<file path="src/rtl/push_button_conditioner.sv">
// push_button_conditioner: conditions raw push buttons into clean debounced levels plus
// one-cycle press and release pulses. Each button has its own 2-flop synchroniser and its
// own debounce counter; buttons never interact.
// Optional feature: define PUSH_AUTOREPEAT_EN to add per-button auto-repeat press pulses
// while a button stays held (REPEAT_DELAY to the first repeat, then every REPEAT_RATE).
module push_button_conditioner #(
  parameter int unsigned N_BTN           = 5,
  parameter int unsigned DEBOUNCE_CYCLES = 65536,
  parameter int unsigned REPEAT_DELAY    = 2**24,
  parameter int unsigned REPEAT_RATE     = 2**22
) (
  input  logic             clk_osc,
  input  logic             reset,
  input  logic [N_BTN-1:0] push,
  output logic [N_BTN-1:0] push_level,
  output logic [N_BTN-1:0] push_pulse,
  output logic [N_BTN-1:0] push_release
);

  localparam int unsigned CntW = (DEBOUNCE_CYCLES > 2) ? $clog2(DEBOUNCE_CYCLES) : 1;
  localparam logic [CntW-1:0] CntLast = CntW'(DEBOUNCE_CYCLES - 1);

  logic [N_BTN-1:0] sync1_q, sync2_q;
  logic [N_BTN-1:0] stable_q;
  logic [N_BTN-1:0] pulse_q, release_q;
  logic [CntW-1:0]  cnt_q [N_BTN];

  logic [N_BTN-1:0] accept, rise, fall;
  logic [N_BTN-1:0] rpt_fire;

  // A level change is accepted on the cycle the mismatch run reaches its full length.
  always_comb begin
    accept = '0;
    for (int i = 0; i < N_BTN; i++) begin
      accept[i] = (sync2_q[i] != stable_q[i]) && (cnt_q[i] == CntLast);
    end
    rise = accept & sync2_q;
    fall = accept & ~sync2_q;
  end

  // Synchroniser, debounce counters, accepted level and registered pulses.
  always_ff @(posedge clk_osc) begin
    if (reset) begin
      sync1_q   <= '0;
      sync2_q   <= '0;
      stable_q  <= '0;
      pulse_q   <= '0;
      release_q <= '0;
      for (int i = 0; i < N_BTN; i++) begin
        cnt_q[i] <= '0;
      end
    end else begin
      sync1_q <= push;
      sync2_q <= sync1_q;
      for (int i = 0; i < N_BTN; i++) begin
        if (sync2_q[i] == stable_q[i]) begin
          // Any agreeing sample discards a partial run.
          cnt_q[i] <= '0;
        end else if (cnt_q[i] == CntLast) begin
          stable_q[i] <= sync2_q[i];
          cnt_q[i]    <= '0;
        end else begin
          cnt_q[i] <= cnt_q[i] + 1'b1;
        end
      end
      pulse_q   <= rise | rpt_fire;
      release_q <= fall;
    end
  end

`ifdef PUSH_AUTOREPEAT_EN
  localparam int unsigned RptMax = (REPEAT_DELAY > REPEAT_RATE) ? REPEAT_DELAY : REPEAT_RATE;
  localparam int unsigned RptW   = (RptMax > 2) ? $clog2(RptMax) : 1;
  localparam logic [RptW-1:0] DelayLast = RptW'(REPEAT_DELAY - 1);
  localparam logic [RptW-1:0] RateLast  = RptW'(REPEAT_RATE - 1);

  logic [RptW-1:0]  rpt_cnt_q [N_BTN];
  logic [N_BTN-1:0] rpt_phase_q;  // 0: waiting for first repeat, 1: steady repeat rate

  // Repeat fires while held; a release accepted this cycle suppresses it.
  always_comb begin
    rpt_fire = '0;
    for (int i = 0; i < N_BTN; i++) begin
      rpt_fire[i] = stable_q[i] && !fall[i] &&
                    (rpt_cnt_q[i] == (rpt_phase_q[i] ? RateLast : DelayLast));
    end
  end

  // Repeat timers count only while the accepted level is high.
  always_ff @(posedge clk_osc) begin
    if (reset) begin
      rpt_phase_q <= '0;
      for (int i = 0; i < N_BTN; i++) begin
        rpt_cnt_q[i] <= '0;
      end
    end else begin
      for (int i = 0; i < N_BTN; i++) begin
        if (!stable_q[i] || fall[i]) begin
          rpt_cnt_q[i]   <= '0;
          rpt_phase_q[i] <= 1'b0;
        end else if (rpt_fire[i]) begin
          rpt_cnt_q[i]   <= '0;
          rpt_phase_q[i] <= 1'b1;
        end else begin
          rpt_cnt_q[i] <= rpt_cnt_q[i] + 1'b1;
        end
      end
    end
  end
`else
  assign rpt_fire = '0;
`endif

  assign push_level   = stable_q;
  assign push_pulse   = pulse_q;
  assign push_release = release_q;

endmodule
</file>
<file path="config.mk">
export PLATFORM = sky130hd
export DESIGN_NAME = push_button_conditioner
export DESIGN_NICKNAME = d
export VERILOG_FILES = /design/src/rtl/push_button_conditioner.sv
export SDC_FILE = /design/constraint.sdc
export NUM_CORES = 1
export LEC_CHECK = 0
export CAP_MARGIN = 25
export CORE_MARGIN = 2
export CORE_UTILIZATION = 65
export CTS_BUF_LIST = sky130_fd_sc_hd__clkbuf_4 sky130_fd_sc_hd__clkbuf_8
export CTS_CLUSTER_DIAMETER = 30
export DETAILED_ROUTE_END_ITERATION = 8
export GPL_TIMING_DRIVEN = 0
export HOLD_SLACK_MARGIN = 0.06
export PLACE_DENSITY = 0.87
export SLEW_MARGIN = 20
export SYNTH_ARGS = -nofsm -noshare
export SYNTH_HDL_FRONTEND = slang
export SYNTH_SLANG_ARGS = --single-unit
</file>
<file path="constraint.sdc">
create_clock -name clk_osc -period 6 [get_ports clk_osc]
set_input_delay 1.5 -clock clk_osc [delete_from_list [all_inputs] [get_ports clk_osc]]
set_output_delay 1.5 -clock clk_osc [all_outputs]
set_load 0.03 [all_outputs]
</file>
# == Word-level counts from Yosys, hierarchy flattened ==
# Memory sizes are Yosys's and may differ from the RTL's.
# Index checks and enable logic that the tools add are counted.
# totals
reg_bits,25
latch_bits,0
ram_bits,80
mem_bits_ro,0
input_bits,7
wordCells,135
n_memories,1
# op_classes
n_addsub,5
n_mul,0
div,0
magnitude_cmp,0
n_eq_ne,15
n_shift,0
mux,72
bitwise,23
n_reduce_logical,10
# mem_list
memory,words,word_bits,rd,rd_ports_with_merged_regs,write_ports,line,rtl
cnt_q,5,16,5,0,5,26,logic [CntW-1:0] cnt_q [N_BTN];
# ops
cell,n
16-bit two-way mux,15
"16-bit by 1-bit adder with 16-bit output, second input constant",5
"16-bit == test, second input constant",5
1-bit two-way mux,57
1-bit OR,15
5-bit AND,2
2-bit AND reduction,5
1-bit == test,5
1-bit logical AND,5
1-bit inequality test,5
1-bit inverter,5
5-bit inverter,1

# == Logic depth before layout (Yosys ltp) ==
# Gate-level depths: netlist (run 1).
# An unclocked memory read counts as a cell.
# logic_depth
word_depth,8
mapped_depth,7
mapped_depth_nobuf,5

# == Least setup slack after synthesis (run 1) ==
# Ideal clock, no wire load.
# synth_timing
path_type,in2reg
from,in reset
to,mem cnt_q[4][10] (netlist name) (data pin)
arrival_time_ps,2254
t_required_ps,5734
setup_slack_ps,3480
cell_stages,5
path_buffers,2
path_cell_list,buf_4 -> nand2b_1 -> a31o_2 -> clkbuf_1 -> nor2_1
# synth_rtl
element,line,rtl
from (decl),13,"input logic reset,"
to (decl),26,

# == Worst setup path in the final report (run 1) ==
# layout_timing
from,reg stable_q[1] (netlist: push_level[1])
to,out push_level[1]
# layout_rtl
element,line,rtl
from (decl),24,logic [N_BTN-1:0] stable_q;
"from (signal, indexed assignment)",60,stable_q[i] <= sync2_q[i];
to (decl),15,"output logic [N_BTN-1:0] push_level,"
# No word-level cell between the ends.

==> reports/metrics.csv, run 1 <==
metric;value;unit
routed len/inst;12.87;microns
post-synthesis mux area share;0.009799;
WP buf/inv;1;
Worst-path clk slew;90;ps
vias in the first global route;3587;
worst vdd ir;0.1873;mV
Synth Area in XOR/XNOR;0.1115;
initial antenna violation count;0;
Seq/Total Area, Yosys;0.5683;
cts bufs inserted;9;
Async SR Flop Fraction;0;
Max-slew headroom;0.6136;
instance count on the critical path;1;
CP Max Fanout;4;
Clk Latency, worst-skew pair;360;ps
# DRC;0;
share of cells above drive strength 1;0.05782;
Post-Synth Simple-Gate Area;0.2538;
Setup Skew;11.79;ps
Critical Path End;push_level[1];
number of routed nets with antenna violations;0;
CP Class;reg -> out;
pwr/cell area;222.7;nW/um^2
delay of the slowest critical-path stage;710;ps
dpl hpwl;6550;microns
Die X-Extent;92.64;microns
via/cell ratio;5.212;
Top FF cell, synth;edfxtp_1;
delay-heaviest family, CP;buffers and inverters;
Arr. time, crit path;1510;ps
CTS tree;built;
number of DRC markers in iteration 0;233;
first-pass GRT wire length;15320;microns
Clock Sink Count;105;
Worst setup EP type;primary output;
port buffer count;20;
cts repair resizes;0;
die area;8582;sq um
Critical R2R Capture;cnt_q[2][9];
Leak;2.048;nW
PnR worst setup slack;2993;ps
r2r worst-path depth;6;
Tmin final;3007;ps
status;finished, final reports clean;
Cell Area, Placed;5732;sq um
Setup violations, final;0;
initial cell density of the core;0.6644;
CP max-delay cell;clkdlybuf4s50_1;
synthesized area per cell;10.80;sq um
Remaining Overflow, GRT;0;
cts hold-fix bufs;0;
FF-to-FF setup slack;3720;ps
DP Worst Slack;3213;ps
Adder-Cell Fraction of Synth Area;0.01225;
nets;595;
Slew @ Worst Pin;574.3;ps
main combinational cell family by area after synthesis;simple AND/OR/NAND/NOR gates;
WL final;8883;microns
design area;5922;sq um
FMAX;0.3326;GHz
IO Pins;22;
CP Data Required Time;4500;ps
Synth top cells by count;nor2_1, edfxtp_1, xnor2_1;
setup TNS after final layout;0;ps
Compound-Gate Fraction of Synth Area;0.01960;
gp weighted congestion;0.8092;
CP Launch Type;flop;
drt first pass iters;5;
Yosys reg bits;105;
fin util;0.7703;
count leader, synth;nor2_1;
Yosys cell types;40;
maxcap violations;0;
synth warn;0;
Post-CTS Setup Bufs;0;
CTS Buffer Depth;2;
CTS H-tree depth;3;
Core Box Area;7687;sq um
Core Rows;32;
Post-Syn Instances;473;
vias;3596;
Critical Path, Cell by Cell;clkdlybuf4s50_1;
worst min-delay path category;reg -> reg;
largest net degree at the start of global routing;17;
crit path from;push_level[1];
Layout area overhead;15.95;%
Yosys top cell area share;0.4704;
Root Buffer;clkbuf_8;
ANT cells;0;
die height;92.64;microns
FF-to-FF Start;cnt_q[2][0];
RSZ-0062 raised after global routing;false;
Slew Limit Fails;0;
total global-route track usage;0.2265;
number of synthesized flops with an enable pin;80;
synthesized cell area;5107;sq um
period utilization;0.5012;
area leader, netlist;edfxtp_1;
Area contributors post-synth;edfxtp_1, dfxtp_1, xnor2_1;
WHS;453.0;ps
Fin. Hold Viols;0;
## kinds of logic after synthesis
family | count (synthesis)
muxes | 5
buffers and inverters | 28
adders and majority gates | 5
AOI/OAI and AO/OA | 15
and+or+nand+nor | 249
other | 1
xor gates and xnor gates | 65
DFF | 105
## state kept, by name (all words and copies together) (netlist names)
signal        flops
sync1_q           5
cnt_q            80
sync2_q           5
push_release      5
push_pulse        5
push_level        5
## cells in the final DEF, fill, tap and decap left out, drive strengths merged
cell type,synthesis,final
o211ai,1,1
nand2b,15,15
mux2i,5,5
a21oi,4,4
nor2,92,92
nor2b,12,12
clkinv,0,3
and4,2,2
or3,3,3
buf,6,6
conb,1,80
bufinv,0,1
or2,3,3
a21o,4,4
a31o,2,2
edfxtp,80,80
and3,8,8
a211oi,1,1
inv,17,17
xor2,19,19
clkbuf,5,15
and2b,1,1
nand2,17,17
nor4,14,14
nor3b,1,1
o21ai,2,2
nand4,28,28
xnor2,46,46
nand3,26,26
or4,5,5
dfxtp,25,25
ha,5,5
o31ai,1,1
clkdlybuf4s50,0,20
clkinvlp,0,2
nor3,21,21
and2,1,1
## worst register-to-register path, delay by kind of cell, from the launching register on
family | cells | cell delay, ps
buf+inv | 1 | 230
fa+ha+maj | 1 | 260
simple gates | 4 | 1120
flops | 1 | 430
## report_power, final
part	switching (mW)	internal (mW)	total (mW)
clock network	0.228	0.195	0.423
registers	0.0279	0.807	0.835
logic	0.0345	0.0260	0.0605
total	0.291	1.03	1.32
## metrics by stage
step / total power [mW] / cells
floorplan: 0.8907 / 552
global placement: 0.9044 / 674
detailed placement: 0.9088 / 674
CTS: 1.326 / 690
global route: 1.367 / 690
finish: 1.319 / 690
## worst min path at each step
stage / startpoint / to / slack (ps) / cells past startpoint
2_1_floorplan: sync1_q[0] / sync2_q[0] / 410 / 1
3_3_place_gp: sync1_q[1] / sync2_q[1] / 420 / 1
3_5_place_dp: sync1_q[2] / sync2_q[2] / 430 / 1
4_1_cts: sync1_q[2] / sync2_q[2] / 450 / 1
5_1_grt: sync1_q[2] / sync2_q[2] / 470 / 1
6_report: sync1_q[2] / sync2_q[2] / 450 / 1
## cell type report
type	count	area (sq um)
plain buffers	11	58.81
clock buffers	10	131.4
clock inverters	6	58.81
fillers	528	1765
inverters	17	63.81
multi-input cells	419	2379
flip-flops and latches	105	2903
well taps	102	127.6
repair buffers	20	200.2
## routing by layer
| metal | vias up | GRT usage | wire (microns) |
|---|---|---|---|
| li1 | 1814 | - | - |
| met1 | 1706 | 0.2667 | 3836 |
| met2 | 59 | 0.4057 | 4593 |
| met3 | 17 | 0.03092 | 260 |
| met4 | 0 | 0.1140 | 192 |
| met5 | - | 0 | 0 |
Power figures use the tool's default switching activity.
==> run 2, diff against run 1 <==
- CORE_UTILIZATION: 65 -> 57
- PLACE_DENSITY: 0.87 -> 0.81
- clock period: 6 -> 2.61 ns (I/O delays scaled with it)
==> run 2 against run 1 <==
Effect of this change:
- hold slack worse by 16 ps
- cell count up 0.87%
- clock-buffer cell count stayed put
- clock power rose by 140%
- core utilization down 9.0 points
- critical path depth rose by 5
- die area increased by 13%
==> reports/metrics.csv, run 2 (same netlist as run 1, synthesis figures left out) <==
metric;value;unit
Largest Register;cnt_q;
Core Rows;34;
commonest non-fill, non-tap cell in the layout;nor2_1;
total global-route track usage;0.1837;
IO Pins;22;
WL met3;224;microns
Slew @ Worst Pin;642.7;ps
fin util;0.6805;
largest net degree at the start of global routing;18;
CTS tree;built;
delay-heaviest family, CP;simple AND/OR/NAND/NOR gates;
first-pass GRT wire length;14640;microns
FF+latch area;2903;sq um
Remaining Overflow, GRT;0;
Root Buffer;clkbuf_8;
max reg flops;80;
FF-to-FF setup slack;270;ps
cts bufs inserted;9;
CTS Buffer Depth;2;
CTS H-tree depth;3;
setup TNS after final layout;0;ps
port buffer count;20;
Leak;2.053;nW
delay of the slowest critical-path stage;640;ps
FILL cells;654;
# DRC;0;
drt first pass iters;4;
Tmin final;2344;ps
cts hold-fix bufs;0;
Worst-path clk slew;110;ps
CP Max Fanout;10;
Slew Limit Fails;0;
crit path from;cnt_q[2][0];
die area;9734;sq um
die height;98.66;microns
via/cell ratio;5.101;
Arr. time, crit path;2470;ps
CP Data Required Time;2740;ps
number of DRC markers in iteration 0;97;
Clock Sink Count;105;
Tot Pwr;3.053;mW
Setup violations, final;0;
met2 routed WL;4134;microns
status;finished, final reports clean;
worst vdd ir;0.3456;mV
routed length on met1;3922;microns
Core Box Area;8721;sq um
routed len/inst;12.11;microns
nets;595;
max layer used;met4;
share of cells above drive strength 1;0.05782;
Critical Path, Cell by Cell;ha_1 -> nand4_1 -> nor4_1 -> or2_1 -> buf_2 -> nor2_1;
Hold Path Stages;1;
WL final;8426;microns
most frequent cells in the layout;nor2_1, edfxtp_1, conb_1;
Layout area overhead;16.19;%
FF-to-FF Start;cnt_q[2][0];
Post-CTS Setup Bufs;0;
RSZ-0062 raised after global routing;false;
multi-input logic area;2379;sq um
vias in the first global route;3464;
FMAX;0.4266;GHz
Worst setup EP type;flop;
dpl hpwl;6317;microns
Die X-Extent;98.66;microns
pwr/cell area;514.5;nW/um^2
CP Class;reg -> reg;
number of routed nets with antenna violations;0;
worst min-delay path category;reg -> reg;
Max-slew headroom;0.5676;
Clk Latency, worst-skew pair;360;ps
WP buf/inv;1;
cts repair resizes;0;
period utilization;0.8982;
initial cell density of the core;0.5857;
gp weighted congestion;0.8214;
maxcap violations;0;
CP Launch Type;flop;
Setup Skew;13.44;ps
instance count on the critical path;6;
vias;3550;
r2r worst-path depth;6;
CP max-delay cell;nor4_1;
Fin. Hold Viols;0;
Critical Path End;cnt_q[2][15];
Critical R2R Capture;cnt_q[2][15];
ANT cells;0;
initial antenna violation count;0;
run 2: changes by cell type in the layout (fill, tap and decap cells not counted), sizes merged:
cell | previous run | this run
clkinvlp | 2 | 1
inv | 17 | 19
clkinv | 3 | 2
run 2: how the worst min path moves through the flow:
stage	startpoint	endpoint	slack [ps]
CTS	sync1_q[2]	sync2_q[2]	440
detailed placement	sync1_q[2]	sync2_q[2]	420
global placement	sync1_q[1]	sync2_q[1]	420
floorplan	sync1_q[0]	sync2_q[0]	410
global route	sync1_q[4]	sync2_q[4]	460
finish	sync1_q[2]	sync2_q[2]	440
run 2: power by group:
group          internal [mW]  total [mW]  switching, mW  leakage, nW
sequential              1.86        1.92         0.0615         1.03
combinational         0.0596       0.137         0.0779        0.926
clock                  0.457       0.999          0.542       0.0981
total                   2.37        3.05          0.681         2.05
run 2: metrics by stage:
step	hold slack (ps)	cell area (sq um)	std cells	setup WS, ps
after floorplan	413.8	5404	552	624.2
after global placement	421.9	5739	680	369.4
after detailed placement	421.2	5739	680	296.6
after CTS	437.6	5934	696	282.7
after global routing	460.5	5934	696	77.12
final	436.9	5934	696	265.7
run 2: area by class of cell:
cell class | instances | area share
Clock inverter | 6 | 0.01075
Buffer | 11 | 0.009909
Timing Repair Buffer | 20 | 0.03373
Clock buffer | 10 | 0.02214
Multi-Input combinational cell | 419 | 0.4008
Tap cell | 108 | 0.02277
Sequential cell | 105 | 0.4891
Inverter | 17 | 0.01075
run 2: per-layer routing:
metal | up-vias | track usage
met4 | 0 | 0.08114
li1 | 1815 | -
met1 | 1674 | 0.2284
met5 | - | 0
met2 | 46 | 0.3197
met3 | 15 | 0.02695
==> run 3, diff against run 2 <==
- CELL_PAD_IN_SITES_DETAIL_PLACEMENT: not set -> 1
- CELL_PAD_IN_SITES_GLOBAL_PLACEMENT: not set -> 2
- CORE_UTILIZATION: 57 -> 38
- PLACE_DENSITY: 0.81 -> 0.8
==> run 3 against run 2 <==
Effect of this change:
- first-iteration DRC count grew 16%
- setup slack lost 19 ps
- clock-buffer cell count down 1
- critical endpoint is now cnt_q[2][11]
==> reports/metrics.csv, run 3 (same netlist as run 1, synthesis figures left out) <==
metric;value;unit
max reg flops;80;
die area;14380;sq um
maxcap violations;0;
CP Max Fanout;10;
CTS tree;built;
first-pass GRT wire length;17190;microns
Arr. time, crit path;2500;ps
Comb power frac;0.044;
sequential share of power;0.609;
IO Pins;22;
WL final;9843;microns
Layout area overhead;18.13;%
Critical Path, Cell by Cell;ha_1 -> nand4_1 -> nor4_1 -> or2_1 -> buf_2 -> nor2_1;
Leak;2.067;nW
CP Class;reg -> reg;
WL met3;176;microns
switch share;0.2237;
design area;6033;sq um
initial antenna violation count;0;
setup TNS after final layout;0;ps
routed len/inst;12.88;microns
dpl hpwl;7457;microns
worst vdd ir;0.2511;mV
routed length on met1;4536;microns
Largest Register;cnt_q;
largest net degree at the start of global routing;17;
Slew @ Worst Pin;602.0;ps
Post-CTS Setup Bufs;0;
Clk Latency, worst-skew pair;380;ps
worst min-delay path category;reg -> reg;
CP Data Required Time;2750;ps
Core Box Area;13190;sq um
Worst-path clk slew;100;ps
Setup violations, final;0;
Max-slew headroom;0.5950;
share of cells above drive strength 1;0.05952;
cts bufs inserted;9;
number of routed nets with antenna violations;0;
Clock Sink Count;105;
Cell Area, Placed;5824;sq um
multi-input logic area;2379;sq um
DP Worst Slack;164.5;ps
cts hold-fix bufs;0;
port buffer count;20;
gp weighted congestion;0.7359;
clock share of power;0.347;
Fin. Hold Viols;0;
Core Rows;42;
pwr/cell area;522.5;nW/um^2
net switching power;0.7053;mW
via/cell ratio;4.674;
delay-heaviest family, CP;simple AND/OR/NAND/NOR gates;
CP Launch Type;flop;
delay of the slowest critical-path stage;610;ps
CTS Buffer Depth;2;
total global-route track usage;0.1493;
nets;595;
Int Pwr;2.447;mW
FF+latch area;2903;sq um
Root Buffer;clkbuf_8;
met2 routed WL;4938;microns
die height;119.9;microns
Die X-Extent;119.9;microns
CP max-delay cell;nor4_1;
WP buf/inv;1;
most frequent cells in the layout;nor2_1, edfxtp_1, conb_1;
vias in the first global route;3752;
period utilization;0.9053;
Tmin final;2363;ps
number of DRC markers in iteration 0;113;
Slew Limit Fails;0;
initial cell density of the core;0.3872;
vias;3571;
max layer used;met4;
status;finished, final reports clean;
RSZ-0062 raised after global routing;false;
# DRC;0;
ANT cells;0;
Setup Skew;8.450;ps
drt first pass iters;4;
Remaining Overflow, GRT;0;
FILL cells;1513;
FMAX;0.4232;GHz
commonest non-fill, non-tap cell in the layout;nor2_1;
PnR worst setup slack;247.2;ps
CTS H-tree depth;3;
cts repair resizes;0;
Worst setup EP type;flop;
==> run 3: cell count changes in the layout (fill, tap and decap cells not counted), sizes merged <==
cell	delta
inv	-2
clkinvlp	-1
clkinv	+3
clkbuf	-1
bufinv	+1
==> run 3: metal layers <==
| layer | GRT usage | vias up |
|---|---|---|
| met1 | 0.1786 | 1734 |
| li1 | - | 1808 |
| met3 | 0.02281 | 13 |
| met4 | 0.07059 | 0 |
| met2 | 0.2621 | 16 |
| met5 | 0 | - |
==> run 3: cell type report <==
cell class | count | share of cell area
flip-flops and latches | 105 | 0.4811
multi-input cells | 419 | 0.3942
well taps | 176 | 0.03650
repair buffers | 20 | 0.03318
clock buffers | 9 | 0.02053
clock inverters | 7 | 0.01410
inverters | 17 | 0.01058
plain buffers | 11 | 0.009747
==> run 3: power by group through the flow <==
stage | Clock, mW | Combinational (mW) | Sequential [mW]
CTS | 1.15 | 0.139 | 1.92
detailed placement | 0 | 0.138 | 1.96
global route | 1.20 | 0.163 | 1.93
floorplan | 0 | 0.109 | 1.94
global placement | 0 | 0.134 | 1.95
finish | 1.09 | 0.140 | 1.92
==> run 3: final timing paths <==
path                             startpoint            to  slack [ps]  depth (start not counted)
worst max-delay path            cnt_q[2][0]  cnt_q[2][11]         250                          6
worst min-delay path             sync1_q[1]    sync2_q[1]         450                          1
worst max register to register  cnt_q[2][0]  cnt_q[2][11]         250                          6
worst min register to register   sync1_q[1]    sync2_q[1]         450                          1
==> run 3: stage by stage <==
stage | power [mW] | instances | util | hold WS [ps]
after floorplan | 2.047 | 552 | - | 413.8
after global placement | 2.087 | 748 | 0.4416 | 424.5
after detailed placement | 2.095 | 748 | 0.4416 | 435.7
after CTS | 3.207 | 764 | 0.4574 | 459.6
after global routing | 3.290 | 764 | 0.4574 | 471.6
final | 3.153 | 764 | 0.4574 | 453.9
==> RTL change 1: new RTL, config.mk and constraints of run 2 <==
Put one more register stage on the output `push_level`, cleared by the reset. The value now appears one clock later. The other outputs are not delayed to match.
--- a/src/rtl/push_button_conditioner.sv
+++ b/src/rtl/push_button_conditioner.sv
@@ -113,3 +113,9 @@
 
-  assign push_level   = stable_q;
+  always_ff @(posedge clk_osc) begin
+    if (reset) begin
+      push_level <= '0;
+    end else begin
+      push_level <= stable_q;
+    end
+  end
   assign push_pulse   = pulse_q;
Formal check against the unedited RTL: no difference found for any inputs over 10 cycles, from zero or initial values and one cycle with reset high; that may be too few to reach the edited logic, so the function may still have changed.
==> RTL change 1 against run 2 <==
- cell area grew 2.2%
- worst setup slack gained 0.16 ns
- sequential share of layout area grew 0.61 points
- non-clock buffer count grew 2
- synthesized area is 2.2% higher
- power up 3.9%
- critical path type unchanged
- sequential cell count grew 5
- highest routed layer unchanged
- routed wire length up 9.9%
==> RTL change 1: results (changes against run 2) <==
| Metric | Value |
|---|---|
| Status | `finished, final reports clean` |
| Share of layout cells above drive strength 1 | `5.20% (-0.58 points)` |
| Crit path arrival time | `2.32 ns (-0.15 ns)` |
| Register area share after synthesis | `57.6% (+0.72 points)` |
| Min-Delay Path Class | `flop to flop` |
| Worst path slowest cell | `edfxtp_1` |
| Post-detail-place hpwl | `6.75 mm (+6.9%)` |
| Vias per cell | `5.22 (+2.3%)` |
| Final hold violation count | `0 (unchanged)` |
| Crit path launch | `cnt_q[3][0]` |
| CTS Root Cell | `clkbuf_8` |
| Worst-margin pin slew | `0.509 ns (-0.134 ns)` |
| Skew-Pair Late Insertion Delay | `roughly 0.37 ns` |
| Vias in the first global route | `3597 (+3.8%)` |
| # fillers | `670 (+2.4%)` |
| Cts repair resizes | `0 (unchanged)` |
| Worst vdd ir | `0.363 mV (+5.1%)` |
| Setup Skew | `0.0110 ns (-0.00239 ns)` |
| Antenna Cells | `0 (unchanged)` |
| Clk slew on worst S/H paths | `0.10 ns` |
| Port bufs | `21 (+5.0%)` |
| Top post-synthesis cells by area | `edfxtp_1 46%, dfxtp_1 12%, xnor2_1 5.9%` |
| Initial antenna violation count | `0 (unchanged)` |
| Reg2reg setup slack | `0.42 ns (+0.16 ns)` |
| Min-delay src | `sync1_q[4]` |
| H-tree depth | `3 (unchanged)` |
| Largest stage delay, worst path | `0.41 ns (-0.23 ns)` |
| Setup crit end | `cnt_q[3][9]` |
| Cell internal pwr | `0.00247 W (+4.2%)` |
| Async SR Flop Fraction | `0% (unchanged)` |
| Maximum clock path buffer count | `2 (unchanged)` |
| Setup bufs post-CTS | `0 (unchanged)` |
| Yosys cell types | `37 (-7.5%)` |
| Critical path peak fanout | `10 (unchanged)` |
| Cts bufs inserted | `9 (unchanged)` |
| Placer Congestion | `0.876 (+6.7%)` |
| Max reg flops | `80 (unchanged)` |
| Initial DRT Pass Iterations | `5 (+1)` |
| Initial DRC Count | `141 (+45%)` |
| Routed length per instance | `13.2 um (+8.7%)` |
| Number of synthesized flops with an enable pin | `80 (unchanged)` |
| R2R cell count | `7 (+1)` |
| Synth warn | `0 (unchanged)` |
| First-pass GRT wire length | `15.8 mm (+7.7%)` |
| Largest net degree at the start of global routing | `18 (unchanged)` |
| Leakage power | `2.12 nW (+3.0%)` |
| Reg with most FFs | `cnt_q` |
| Tot GR Track Use | `19.8% (+1.5 points)` |
| Top cells by count, synth | `80 x edfxtp_1, 79 x nor2_1, 35 x xnor2_1` |
| NumNets Final | `603 (+1.3%)` |
[RTL change 1: area by class of cell]
| cell class | instances | area [um2] | share of cell area [%] |
|---|---|---|---|
| multi-input cells | 429 | 2420 | 40.0 |
| inverters | 8 | 30.0 | 0.495 |
| plain buffers | 12 | 58.8 | 0.970 |
| well taps | 108 | 135 | 2.23 |
| repair buffers | 21 | 210 | 3.47 |
| clock inverters | 5 | 58.8 | 0.970 |
| flip-flops and latches | 110 | 3000 | 49.5 |
| clock buffers | 11 | 145 | 2.39 |
[RTL change 1: routing by layer]
| metal | global-route usage (%) | wire length [um] |
|---|---|---|
| met1 | 23.9 | 4150 |
| met4 | 8.32 | 139 |
| met3 | 3.37 | 289 |
| met5 | 0 | 0 |
| met2 | 35.1 | 4680 |
[RTL change 1: through the flow]
stage / instances / total power, W / hold WS (ns) / worst slack (ns) / instance area (um2)
6_report: 704 / 0.00317 / 0.452 / 0.423 / 6060
3_3_place_gp: 688 / 0.00215 / 0.428 / 0.0796 / 5860
2_1_floorplan: 559 / 0.00212 / 0.414 / 0.835 / 5510
4_1_cts: 704 / 0.00318 / 0.453 / 0.445 / 6060
3_5_place_dp: 688 / 0.00216 / 0.431 / 0.0676 / 5860
5_1_grt: 704 / 0.00328 / 0.467 / 0.295 / 6060
[RTL change 1: worst max-delay path, delay by kind of cell, from the launching register on]
family | cells | cell delay [ns]
fa+ha+maj | 1 | 0.27
flops | 1 | 0.41
simple gates | 3 | 0.48
buf+inv | 2 | 0.46
compound gates | 1 | 0.33
[RTL change 1: how the worst min path moves through the flow]
stage,to,cells past startpoint
4_1_cts,sync2_q[4],1
6_report,sync2_q[4],1
3_5_place_dp,sync2_q[4],1
5_1_grt,sync2_q[4],1
2_1_floorplan,sync2_q[0],1
3_3_place_gp,sync2_q[4],1
[RTL change 1: power groups by stage]
stage	Clock (W)	Combinational [W]	Sequential, W
CTS	0.00106	0.000130	0.00199
global placement	0	0.000125	0.00203
finish	0.00104	0.000134	0.00200
floorplan	0	0.000101	0.00202
detailed placement	0	0.000128	0.00203
global route	0.00112	0.000154	0.00201
[RTL change 1: logic make-up after synthesis]
group	synth area share (%)
muxes	0.192
other	0.0719
and+or+nand+nor	25.1
xor gates and xnor gates	11.6
AOI/OAI and AO/OA	2.61
adders and majority gates	1.20
buffers and inverters	1.70
DFF	57.6
==> RTL change 2: new RTL, settings of run 2 <==
Without the edit above. Set the parameter `N_BTN` to 4 (it was 5).
--- a/src/rtl/push_button_conditioner.sv
+++ b/src/rtl/push_button_conditioner.sv
@@ -6,3 +6,3 @@
 module push_button_conditioner #(
-  parameter int unsigned N_BTN           = 5,
+  parameter int unsigned N_BTN           = 4,
   parameter int unsigned DEBOUNCE_CYCLES = 65536,
Ports: changed (resized push, push_level, push_pulse and push_release); port bits go from 22 to 18. The function was not compared with the original's and may differ.
==> RTL change 2 against run 2 <==
- maximum frequency grew 8.3%
- power shrank 6.8%
- critical path depth is the same
- final cell count shrank 17%
- worst setup slack gained 0.18 ns
- worst hold slack gained 0.0090 ns
- die area shrank 18%
- routed wire length shrank 16%
- synthesized area shrank 19%
- sequential share of layout area shrank 2.0 points
- cell area shrank 17%
- sequential cell count shrank 21
- first-iteration DRC count shrank 8.2%
- critical endpoint is now cnt_q[3][5]
- largest cell class unchanged
- largest power group unchanged
- highest routed layer unchanged
==> RTL change 2: results (changes against run 2) <==
| Metric | Value |
|---|---|
| Register area share after synthesis | `55.9% (-0.96 points)` |
| Status | `finished, final reports clean` |
| CP Launch Type | `input port` |
| Tot GR Track Use | `18.9% (+0.50 points)` |
| Largest net degree at the start of global routing | `15 (-3)` |
| Worst reg2reg path endpoint | `cnt_q[3][5]` |
| Final std cells w/o fill | `576 (-17%)` |
| Clk slew on worst S/H paths | `0.08 ns (-0.03 ns)` |
| DP Cell Count | `560 (-18%)` |
| Leakage power | `1.72 nW (-16%)` |
| Post-Route M1 WL | `3.20 mm (-18%)` |
| Crit path arrival time | `2.28 ns (-0.19 ns)` |
| Setup Skew | `0.00696 ns (-0.00648 ns)` |
| Top post-synthesis cells by area | `edfxtp_1 46%, dfxtp_1 9.6%, nor2_1 6.6%` |
| CTS Root Cell | `clkbuf_8` |
| Crit path max-delay family | `buffers and inverters` |
| Port bufs | `17 (-15%)` |
| First-pass GRT wire length | `11.6 mm (-21%)` |
| R2R cell count | `6 (unchanged)` |
| Initial DRC Count | `89 (-8.2%)` |
| Vias | `2912 (-18%)` |
| Met3 WL | `156 um (-30%)` |
| Hold Path Sink | `sync2_q[0]` |
| Cts bufs inserted | `9 (unchanged)` |
| Vias in the first global route | `2759 (-20%)` |
| Max reg flops | `64 (-20%)` |
| Placed Instance Area | `4690 um2 (-18%)` |
| Top cells by count, synth | `73 x nor2_1, 64 x edfxtp_1, 31 x xnor2_1` |
| Post-detail-place hpwl | `5.07 mm (-20%)` |
| Min-delay src | `sync1_q[0]` |
| Met3 Resource Use GR | `3.05% (+0.35 points)` |
| Reg2reg setup slack | `0.63 ns (+0.36 ns)` |
| Fin Hold WS | `0.446 ns (+0.00900 ns)` |
| Min-Delay Path Class | `flop to flop` |
| Syn Area/Cell | `10.9 um2 (+1.0%)` |
| Placer Congestion | `0.860 (+4.6%)` |
| Number of synthesized flops with an enable pin | `64 (-20%)` |
| Routed length per instance | `12.3 um (+1.3%)` |
| GR Layer Usage met1 | `22.6% (-0.28 points)` |
| Worst path slowest cell | `clkdlybuf4s50_1` |
| Worst vdd ir | `0.403 mV (+17%)` |
| Place WS | `0.0579 ns (-0.239 ns)` |
| Met2 wire len | `3.57 mm (-14%)` |
| Yosys cell types | `39 (-2.5%)` |
| Met2 usage | `33.5% (+1.6 points)` |
| Share of layout cells above drive strength 1 | `6.92% (+1.1 points)` |
| NumNets Final | `482 (-19%)` |
| Largest stage delay, worst path | `0.49 ns (-0.15 ns)` |
| R2R Path Start | `cnt_q[3][0]` |
RTL change 2: changes by cell type after synthesis, sizes merged, moves of 4 or more:
cell,delta
nor4,-5
nor2b,-4
inv,-9
nand2b,-6
edfxtp,-16
dfxtp,-5
nor2,-18
nand2,-4
clkbuf,-4
nand4,-4
xnor2,-15
nor3,-6
RTL change 2: cell type report:
cell class,count,area [um2]
Inverter,8,30.0
Clock buffer,9,124
Sequential cell,84,2320
Timing Repair Buffer,17,170
Clock inverter,7,139
Tap cell,99,124
Fill cell,548,2190
Multi-Input combinational cell,343,1970
Buffer,9,66.3
RTL change 2: how the worst max path moves through the flow:
stage	startpoint	endpoint	slack, ns	depth (start not counted)
final	reset	cnt_q[3][5]	0.44	6
after global routing	reset	cnt_q[3][5]	0.33	6
after CTS	reset	cnt_q[3][5]	0.43	6
after detailed placement	reset	cnt_q[3][10]	0.06	6
after global placement	reset	cnt_q[3][12]	0.1	6
after floorplan	cnt_q[1][0]	cnt_q[1][8]	0.87	7
RTL change 2: cell families (layout without fill, tap and decap cells):
kind of cell,count (synthesis),in the layout,synth area share (%)
compound gates,20,20,3.22
flops,84,84,55.9
simple gates,201,201,25.9
mux,2,2,0.482
xor+xnor,52,52,11.0
fa+ha+maj,4,4,1.20
other cells,1,64,0.0902
buf+inv,17,50,2.32
RTL change 2: power breakdown:
| part | leakage (nW) | total [W] | internal, W | switching, W |
|---|---|---|---|---|
| Combinational | 0.760 | 0.000112 | 0.0000493 | 0.0000630 |
| Clock | 0.133 | 0.00120 | 0.000730 | 0.000467 |
| Sequential | 0.823 | 0.00154 | 0.00148 | 0.0000519 |
| Total | 1.72 | 0.00285 | 0.00226 | 0.000582 |
